<file path="src/rtl/mrge_pkg.sv">
// Shared definitions for the sequential merge sorter: ordering modes,
// controller states and the width helper used for index sizing.
package mrge_pkg;

  localparam logic [1:0] ASC_U = 2'd0;
  localparam logic [1:0] DSC_U = 2'd1;
  localparam logic [1:0] ASC_S = 2'd2;
  localparam logic [1:0] DSC_S = 2'd3;

  typedef enum logic [1:0] {
    IDLE  = 2'd0,
    MERGE = 2'd1,
    DONE  = 2'd2
  } state_t;

  // Smallest s with 2**s >= v; returns 0 for v <= 1.
  function automatic int clog2(input int v);
    int res;
    res = 0;
    for (int s = 0; s < 31; s++) begin
      if ((32'sd1 <<< s) < v) res = s + 1;
    end
    return res;
  endfunction

endpackage

</file>
<file path="src/rtl/mrge_cmp.sv">
// Ordering decision for one merge step: take_a is 1 when a is not after b
// under the selected mode, so equal keys keep the left element first.
module mrge_cmp
  import mrge_pkg::*;
#(
  parameter int W = 16
) (
  input  logic [W-1:0] a,
  input  logic [W-1:0] b,
  input  logic [1:0]   mode,
  output logic         take_a
);

  // Signed/unsigned compare with direction inversion; ties resolve to a.
  always_comb begin
    take_a = 1'b1;
    case (mode)
      ASC_U:   take_a = (a <= b);
      DSC_U:   take_a = (a >= b);
      ASC_S:   take_a = ($signed(a) <= $signed(b));
      DSC_S:   take_a = ($signed(a) >= $signed(b));
      default: take_a = 1'b1;
    endcase
  end

endmodule

</file>
<file path="src/rtl/mrge_seq.sv">
// Bottom-up merge sort of N W-bit elements, one compare and one write per
// cycle between two ping-pong register banks, with start/busy/done handshake.
module mrge_seq
  import mrge_pkg::*;
#(
  parameter int N = 5,
  parameter int W = 16
) (
  input  logic           clk,
  input  logic           rst_n,
  input  logic           start,
  input  logic [1:0]     mode,
  input  logic [N*W-1:0] din,
  output logic           busy,
  output logic           done,
  output logic [N*W-1:0] dout
);

  // One extra bit so the run width can reach 2**P without wrapping.
  localparam int IW = clog2(N) + 1;
  localparam int EW = IW + 1;
  localparam logic [EW-1:0] N_E  = EW'(N);
  localparam logic [IW-1:0] N_I  = IW'(N);
  localparam logic [IW-1:0] LAST = IW'(N - 1);

  state_t        state_r;
  state_t        state_s;
  logic [W-1:0]  bank_a_r [N];
  logic [W-1:0]  bank_b_r [N];
  logic          src_b_r;
  logic [1:0]    mode_r;
  logic [IW-1:0] r_r;
  logic [IW-1:0] b_r;
  logic [IW-1:0] i_r;
  logic [IW-1:0] j_r;
  logic [IW-1:0] k_r;

  logic [IW-1:0] le_s;
  logic [IW-1:0] re_s;
  logic [IW-1:0] jn_s;
  logic [IW-1:0] jp_s;
  logic [W-1:0]  head_l_s;
  logic [W-1:0]  head_r_s;
  logic [W-1:0]  win_s;
  logic          left_ok_s;
  logic          right_ok_s;
  logic          take_a_s;
  logic          take_left_s;
  logic          blk_end_s;
  logic          pass_end_s;
  logic          final_s;

  function automatic logic [IW-1:0] clip(input logic [EW-1:0] v);
    return (v > N_E) ? N_I : v[IW-1:0];
  endfunction

  mrge_cmp #(.W(W)) u_cmp (
    .a      (head_l_s),
    .b      (head_r_s),
    .mode   (mode_r),
    .take_a (take_a_s)
  );

  // Run bounds, head selection from the source bank and the winner of this step.
  always_comb begin
    le_s     = clip(EW'(b_r) + EW'(r_r));
    re_s     = clip(EW'(b_r) + {r_r, 1'b0});
    jn_s     = clip(EW'(re_s) + EW'(r_r));
    jp_s     = clip({r_r, 1'b0});
    final_s  = ({r_r, 1'b0} >= N_E);
    head_l_s = {W{1'b0}};
    head_r_s = {W{1'b0}};
    for (int e = 0; e < N; e++) begin
      if (i_r == IW'(e)) head_l_s = src_b_r ? bank_b_r[e] : bank_a_r[e];
      if (j_r == IW'(e)) head_r_s = src_b_r ? bank_b_r[e] : bank_a_r[e];
    end
    left_ok_s   = (i_r < le_s);
    right_ok_s  = (j_r < re_s);
    take_left_s = left_ok_s && (!right_ok_s || take_a_s);
    win_s       = take_left_s ? head_l_s : head_r_s;
    pass_end_s  = (k_r == LAST);
    blk_end_s   = ((k_r + IW'(1)) == re_s);
  end

  // Controller state register.
  always_ff @(posedge clk or negedge rst_n) begin
    if (!rst_n) state_r <= IDLE;
    else        state_r <= state_s;
  end

  // Next-state logic; a single element needs no merge pass.
  always_comb begin
    state_s = state_r;
    case (state_r)
      IDLE: begin
        if (start) state_s = (N == 1) ? DONE : MERGE;
        else       state_s = IDLE;
      end
      MERGE: begin
        if (pass_end_s && final_s) state_s = DONE;
        else                       state_s = MERGE;
      end
      DONE:    state_s = IDLE;
      default: state_s = IDLE;
    endcase
  end

  // Banks, run pointers and registered handshake/result outputs.
  always_ff @(posedge clk or negedge rst_n) begin
    if (!rst_n) begin
      for (int e = 0; e < N; e++) begin
        bank_a_r[e] <= {W{1'b0}};
        bank_b_r[e] <= {W{1'b0}};
      end
      src_b_r <= 1'b0;
      mode_r  <= 2'd0;
      r_r     <= {IW{1'b0}};
      b_r     <= {IW{1'b0}};
      i_r     <= {IW{1'b0}};
      j_r     <= {IW{1'b0}};
      k_r     <= {IW{1'b0}};
      busy    <= 1'b0;
      done    <= 1'b0;
      dout    <= {(N*W){1'b0}};
    end else begin
      done <= 1'b0;
      case (state_r)
        IDLE: begin
          if (start) begin
            for (int e = 0; e < N; e++) bank_a_r[e] <= din[e*W +: W];
            mode_r  <= mode;
            src_b_r <= 1'b0;
            r_r     <= IW'(1);
            b_r     <= {IW{1'b0}};
            i_r     <= {IW{1'b0}};
            j_r     <= clip(EW'(1));
            k_r     <= {IW{1'b0}};
            busy    <= 1'b1;
          end
        end
        MERGE: begin
          for (int e = 0; e < N; e++) begin
            if (k_r == IW'(e)) begin
              if (src_b_r) bank_a_r[e] <= win_s;
              else         bank_b_r[e] <= win_s;
            end
          end
          if (pass_end_s) begin
            src_b_r <= ~src_b_r;
            r_r     <= r_r << 1;
            b_r     <= {IW{1'b0}};
            i_r     <= {IW{1'b0}};
            j_r     <= jp_s;
            k_r     <= {IW{1'b0}};
          end else if (blk_end_s) begin
            k_r <= k_r + IW'(1);
            b_r <= re_s;
            i_r <= re_s;
            j_r <= jn_s;
          end else begin
            k_r <= k_r + IW'(1);
            if (take_left_s) i_r <= i_r + IW'(1);
            else             j_r <= j_r + IW'(1);
          end
        end
        DONE: begin
          for (int e = 0; e < N; e++) dout[e*W +: W] <= src_b_r ? bank_b_r[e] : bank_a_r[e];
          busy <= 1'b0;
          done <= 1'b1;
        end
        default: begin
          busy <= 1'b0;
        end
      endcase
    end
  end

endmodule

</file>
<file path="config.mk">
export PLATFORM = sky130hd
export DESIGN_NAME = mrge_seq
export DESIGN_NICKNAME = d
export VERILOG_FILES = /design/src/rtl/mrge_pkg.sv /design/src/rtl/mrge_cmp.sv /design/src/rtl/mrge_seq.sv
export SDC_FILE = /design/constraint.sdc
export NUM_CORES = 1
export LEC_CHECK = 0
export ABC_CLOCK_PERIOD_IN_PS = 7600
export BUFFER_PORTS_ARGS = -buffer_cell sky130_fd_sc_hd__clkbuf_2
export CORE_ASPECT_RATIO = 0.8
export CORE_UTILIZATION = 60
export DETAILED_ROUTE_END_ITERATION = 10
export HOLD_SLACK_MARGIN = 0.12
export PLACE_DENSITY = 0.83
export REMOVE_ABC_BUFFERS = 1
export SYNTH_ARGS = -nofsm -noshare
export SYNTH_HDL_FRONTEND = slang
export SYNTH_SLANG_ARGS = --single-unit
</file>
<file path="constraint.sdc">
create_clock -name clk -period 7.6 [get_ports clk]
set_input_delay 0.76 -clock clk [delete_from_list [all_inputs] [get_ports clk]]
set_output_delay 0.76 -clock clk [all_outputs]
set_load 0.1 [all_outputs]
</file>
======== Word level (Yosys, flattened, before mapping) ========
Cells that the tools add are included.
storage, ports and cells
  register bits after elaboration ......... 267
  input port bits ......................... 85
  output and inout bits ................... 82
operators by class
  mux-type cells .......................... 55
  reductions and logical operators ........ 27
  add/sub/neg operators ................... 6
  eq/ne operators ......................... 28
  bitwise gates (word level) .............. 2
  magnitude comparators ................... 11
operators with widths
  cell                 count
  $mux 16              22
  $pmux 80 s2          1
  $mux 80              1
  $mux 4               16
  $pmux 4 s2           5
  $ge 16x16->1         2
  $le 16x16->1         2
  $reduce_and 3->1     9
  $eq 4x2->1 const B   6
  $gt 5x3->1 const B   4
  $reduce_and 4->1     5
  $ne 2x2->1 const B   7
  $add 4x1->4 const B  3
  $eq 4x1->1 const B   3
  $eq 4x3->1 const B   3
  $logic_not 4->1      3
  $add 4x4->5          2
  $lt 4x4->1           2
  $ne 4x4->1 const B   2
  $eq 2x2->1 const B   3
  $reduce_and 2->1     3
  $add 4x5->5          1
  $ge 5x3->1 const B   1
  $mux 1               5
  other kinds (13)     18

======== Longest topological paths before layout ========
  depth after elaboration ................. 14
  depth in mapped cells ................... 19
  depth with buffers taken out ............ 16

======== By module ========
From an unflattened synthesis, not the netlist that was laid out.
second synthesis, totals
  cells, all modules ...................... 1,436
  area, all modules ....................... 14,421.3 µm²
modules (own cells, without submodules)
  module    instances  sequential area each (µm²)  cells each  area each (µm²)
  mrge_seq  1          6,681.4                     1,378       13,969.6
  mrge_cmp  1          0.0                         58          451.7

======== Worst setup path before layout ========
Ideal clock, no wire load.
  path kind ............................... reg2reg
  start point ............................. reg j_r[0]
  end point ............................... reg i_r[2]
  library setup time ...................... 0.132 ns
  buffers on the path ..................... 3
  slack ................................... 2.846 ns
  stages on the path, launching flop included .. 20
  data required time ...................... 7.468 ns
  arrival time ............................ 4.623 ns
  cell sequence ........................... dfrtp_1 -> inv_1 -> ha_1 -> or4b_2 -> clkbuf_1 -> clkbuf_1 -> o22ai_1 -> nor2_1 -> a21oi_1 -> a21oi_1 -> ha_1 -> a21o_1 -> a21o_1 -> a221o_1 -> or4_4 -> a2111oi_4 -> or2_1 -> buf_4 -> nor4_1 -> or3b_1
on the way
  cells in the longest elaborated chain, start to end .. 12
ends and longest elaborated chain
  item                                        RTL line         text
  start: declaration                          mrge_seq.sv:35   logic [IW-1:0] j_r;
  start signal: assignment                    mrge_seq.sv:120  j_r <= {IW{1'b0}};
  start signal: assignment                    mrge_seq.sv:136  j_r <= clip(EW'(1));
  start signal: assignment                    mrge_seq.sv:153  j_r <= jp_s;
  $logic_not 4->1                             mrge_seq.sv:75   if (j_r == IW'(e)) head_r_s = src_b_r ? bank_b_r[e] : bank_a_r[e];
  $mux 16 (5 in series)                       mrge_seq.sv:75
  $ge 16x16->1, or another cell as far along  mrge_cmp.sv:21   DSC_S: take_a = ($signed(a) >= $signed(b));
  $pmux 1 s4                                  mrge_cmp.sv:17   case (mode)
  $logic_or 1x1->1 (*)                        mrge_seq.sv:79   take_left_s = left_ok_s && (!right_ok_s || take_a_s);
  $logic_and 1x1->1 (*)                       mrge_seq.sv:79
  $ne 4x4->1 (no line) (*)                    --
  $reduce_and 3->1 (no line) (*)              --
  end signal: assignment                      mrge_seq.sv:119  i_r <= {IW{1'b0}};
  end signal: assignment                      mrge_seq.sv:135  i_r <= {IW{1'b0}};
  end signal: assignment                      mrge_seq.sv:152  i_r <= {IW{1'b0}};
  end: declaration                            mrge_seq.sv:34   logic [IW-1:0] i_r;
Mark *: on every way between the ends. The rest lies on a longest branch, timed or not.
A chain may end at the register's enable or synchronous reset.

======== Final worst setup path ========
  start point ............................. reg src_b_r
  end point ............................... reg bank_a_r[30] (netlist name)
on the way
  cells in the longest elaborated chain, start to end .. 14
ends and longest elaborated chain
  item                                             RTL line                        text
  start: declaration                               mrge_seq.sv:30                  logic src_b_r;
  start signal: assignment                         mrge_seq.sv:149                 src_b_r <= ~src_b_r;
  $mux 16                                          mrge_seq.sv:74, mrge_seq.sv:75
  $mux 16, on equally long branches (5 in series)  mrge_seq.sv:74, mrge_seq.sv:75
  $ge 16x16->1, or another cell as far along       mrge_cmp.sv:21
  $pmux 1 s4                                       mrge_cmp.sv:17
  $logic_or 1x1->1                                 mrge_seq.sv:79
  $logic_and 1x1->1                                mrge_seq.sv:79
  $mux 16                                          mrge_seq.sv:80                  win_s = take_left_s ? head_l_s : head_r_s;
  $mux 16                                          mrge_seq.sv:144                 if (src_b_r) bank_a_r[e] <= win_s;
  $mux 16                                          mrge_seq.sv:143                 if (k_r == IW'(e)) begin
  $pmux 80 s2                                      mrge_seq.sv:127                 case (state_r)
  end signal: indexed assignment                   mrge_seq.sv:112                 bank_a_r[e] <= {W{1'b0}};
  end signal: indexed assignment                   mrge_seq.sv:144
  end: declaration                                 mrge_seq.sv:28                  logic [W-1:0] bank_a_r [N];
Several ways; a longest one is shown, not always the timed one. The select of a mux whose other input is x is not followed.

==> summary.md <==
| Metric | Value |
|---|---|
| Root Driver | `clkbuf_16` |
| Skew final | `between 0.01 and 0.015 ns` |
| IO Count | `between 150 and 200` |
| Buffers on Ports | `166` |
| Initial core utilization | `62.2%` |
| Number of synthesized flops with an enable pin | `0` |
| Drt first pass iters | `6` |
| Buf/Inv on CP | `2` |
| Initial antenna violation count | `1` |
| Min Tclk post-route | `roughly 5.8 ns` |
| Slew headroom | `19.3%` |
| Largest net degree at the start of global routing | `170` |
| Most common library cell in the layout ignoring fill and taps | `nand2_1` |
| H-tree depth | `1` |
| Post-CTS Setup Bufs | `0` |
| Synthesized area | `around 0.014 mm^2` |
| Yosys reg bits | `267` |
| Global route overflow | `0` |
| Post-route setup TNS | `0 ns` |
| Drt drc | `0` |
| Chip height | `137 um` |
| CP Cell Sequence | `buf_4 > mux2i_1 > o22ai_1 > o21ai_0 > o211ai_1 > ha_1 > nand4_1 > nor2_1 > a221o_1 > or4_4 > a2111oi_4 > or2_1 > buf_4 > o211ai_1 > a31oi_1` |
| MaxCap Viol Count | `0` |
| Area added between synthesis and finish | `13.8%` |
| Gr usage total | `35.1%` |
| WL final | `40.1 mm` |
| CTS buffer count | `26` |
| Worst-path clk slew | `0.06 ns` |
| DR iter-0 viols | `1500` |
| Share of post-route cells with drive strength above 1 | `roughly 17%` |
| Max Fclk | `172 MHz` |
| CP Capture Type | `register` |
| RSZ-0062 raised after global routing | `no` |
| FF/Latch Area | `0.00669 mm^2` |
| Critical path's top delay family | `compound AO/OA/AOI/OAI gates` |
| WS Path Type | `register to register` |
| Crit path required time | `8.06 ns` |
| Yosys warning total | `0` |
| Hold Vio Cnt, Final | `0` |
| Synth Instances | `approximately 1500` |
| # hold bufs at CTS | `0` |
| Worst path max stage delay | `0.92 ns` |
| Sequential share of the synthesized area | `48.9%` |
| CTS tree | `done` |
| Ys async rst share | `100%` |
| Post_cts resized | `0` |
| Core area | `between 0.02 and 0.025 mm^2` |
| Synth cell types | `63` |
| Chip Width | `171 um` |
| Most frequent cells in the layout | `nand2_1 (330), dfrtp_1 (266), o21ai_0 (209)` |
| Hpwl dp | `25.8 mm` |
| First-pass GRT wire length | `~63 mm` |
| Highest-delay cell along the critical path | `dfrtp_4` |
| Fin nets | `1766` |
| Sink Count | `267` |
| CP Launch Type | `register` |
| Status | `complete, no violations` |
| Filler cell count | `1722` |
| Synth Area per Inst | `8.99 um^2` |
| Tightest Pin Transition | `1.21 ns` |
| Gp weighted congestion | `roughly 0.92` |
| Wire per inst | `20.5 um` |
| Final Max Tran Viols | `0` |
| Final setup viols | `0` |
| Via count | `about 12000` |
| Die area | `approximately 0.023 mm^2` |
| Critical path arrival | `~6.3 ns` |
| Routed Antenna Nets | `0` |
| Multi-input gate area | `0.00658 mm^2` |
| Most used flip-flop cell after synthesis | `dfrtp_1` |
| Fin crit share | `around three quarters` |
| Clk buf depth | `3` |
| Max FO, Critical Path | `47` |
| Row cnt | `48` |
| DR vias/cell | `6.34` |
| HP Class | `input port to async pin` |
| Clk Latency, worst-skew pair | `about 0.54 ns` |
| Vias in the first global route | `11800` |
-- per-stage QoR --
stage | std cells | hold WS, ns | area [um^2] | utilization [%] | setup slack (ns)
floorplan | 1418 | 0.444 | 13300 | - | 0.489
global placement | 1905 | 0.457 | 14700 | 66.9 | 2.09
detailed placement | 1905 | 0.464 | 14700 | 66.9 | 1.93
CTS | 1953 | 0.266 | 15600 | 70.8 | 1.90
global route | 1953 | 0.298 | 15600 | 70.8 | 1.55
finish | 1954 | 0.221 | 15600 | 70.8 | 1.79
-- kinds of logic (layout without fill, tap and decap cells) --
kind of cell,count (synthesis),after routing,synth area share [%]
mux,90,90,6.78
compound gates,478,478,20.6
buf+inv,119,250,3.39
other cells,2,4,0.0549
fa+ha+maj,48,48,4.56
flops,267,267,48.9
xor+xnor,7,7,0.449
simple gates,510,510,15.3
-- metal layers --
metal	vias to the layer above	track usage (%)	share of wire (%)
li1	5604	-	-
met3	135	7.14	11
met1	5906	49.9	41
met2	742	53.0	44
met5	-	0	0.21
met4	2	13.4	3.6
-- area by class of cell --
type | count | share of cell area (%)
antenna | 1 | 0.0161
clock buffer | 40 | 5.11
clock inverter | 8 | 0.362
inverter | 15 | 0.362
multi-input combinational | 1136 | 42.3
sequential | 267 | 43.0
tap | 300 | 2.41
timing repair buffer | 187 | 6.50
-- cells in the mapped netlist, types with 2 or more instances --
master | instances | area share (%)
a2111oi_0 | 3 | 0.19
a211oi_1 | 4 | 0.22
a21o_1 | 6 | 0.33
a21oi_1 | 64 | 2.3
a22o_1 | 3 | 0.19
a31oi_1 | 82 | 3.8
and2_1 | 3 | 0.14
and3_1 | 2 | 0.092
and3b_1 | 3 | 0.19
buf_1 | 9 | 0.25
buf_2 | 4 | 0.15
buf_4 | 3 | 0.16
clkbuf_1 | 88 | 2.4
conb_1 | 2 | 0.055
dfrtp_1 | 267 | 49
fa_1 | 3 | 0.44
ha_1 | 45 | 4.1
inv_1 | 14 | 0.38
mux2_2 | 21 | 1.7
mux2i_1 | 69 | 5.1
nand2_1 | 330 | 9.1
nand2b_1 | 7 | 0.32
nand3_1 | 9 | 0.33
nand3b_1 | 3 | 0.16
nand4_1 | 3 | 0.14
nor2_1 | 119 | 3.3
nor2b_1 | 6 | 0.27
nor3_1 | 5 | 0.18
nor4_1 | 3 | 0.14
o211a_1 | 2 | 0.15
o211ai_1 | 30 | 1.6
o211ai_2 | 8 | 0.73
o21ai_0 | 209 | 7.7
o21ai_1 | 16 | 0.59
o22ai_1 | 34 | 1.6
o2bb2ai_1 | 3 | 0.19
o31ai_1 | 3 | 0.16
or2_2 | 3 | 0.14
or3b_2 | 3 | 0.19
or4_1 | 2 | 0.11
xnor2_1 | 3 | 0.19
xor2_1 | 4 | 0.26
-- registers in the layout, summed over array words and instances (netlist names) --
signal	flops
b_r	4
bank_a_r	80
bank_b_r	80
busy	1
done	1
dout	80
i_r	4
j_r	4
k_r	4
mode_r	2
r_r	4
src_b_r	1
state_r	2
-- worst paths after layout --
check	start	endpoint	slack, ns	cells after the start
hold reg to reg	dout[69]$_DFFE_PN0P_	dout[69]$_DFFE_PN0P_	0.47	2
max in group asynchronous	rst_n	src_b_r$_DFFE_PN0P_	5.98	2
setup / recovery	src_b_r$_DFFE_PN0P_	bank_a_r[30]$_DFFE_PN0P_	1.79	15
min in group clk	din[20]	bank_a_r[52]$_DFFE_PN0P_	0.45	3
setup reg to reg	src_b_r$_DFFE_PN0P_	bank_a_r[30]$_DFFE_PN0P_	1.79	15
hold / removal	rst_n	dout[21]$_DFFE_PN0P_	0.22	1
Power is not shown: default switching activity piles up to over one toggle a cycle in this logic, so the estimate is an artifact.
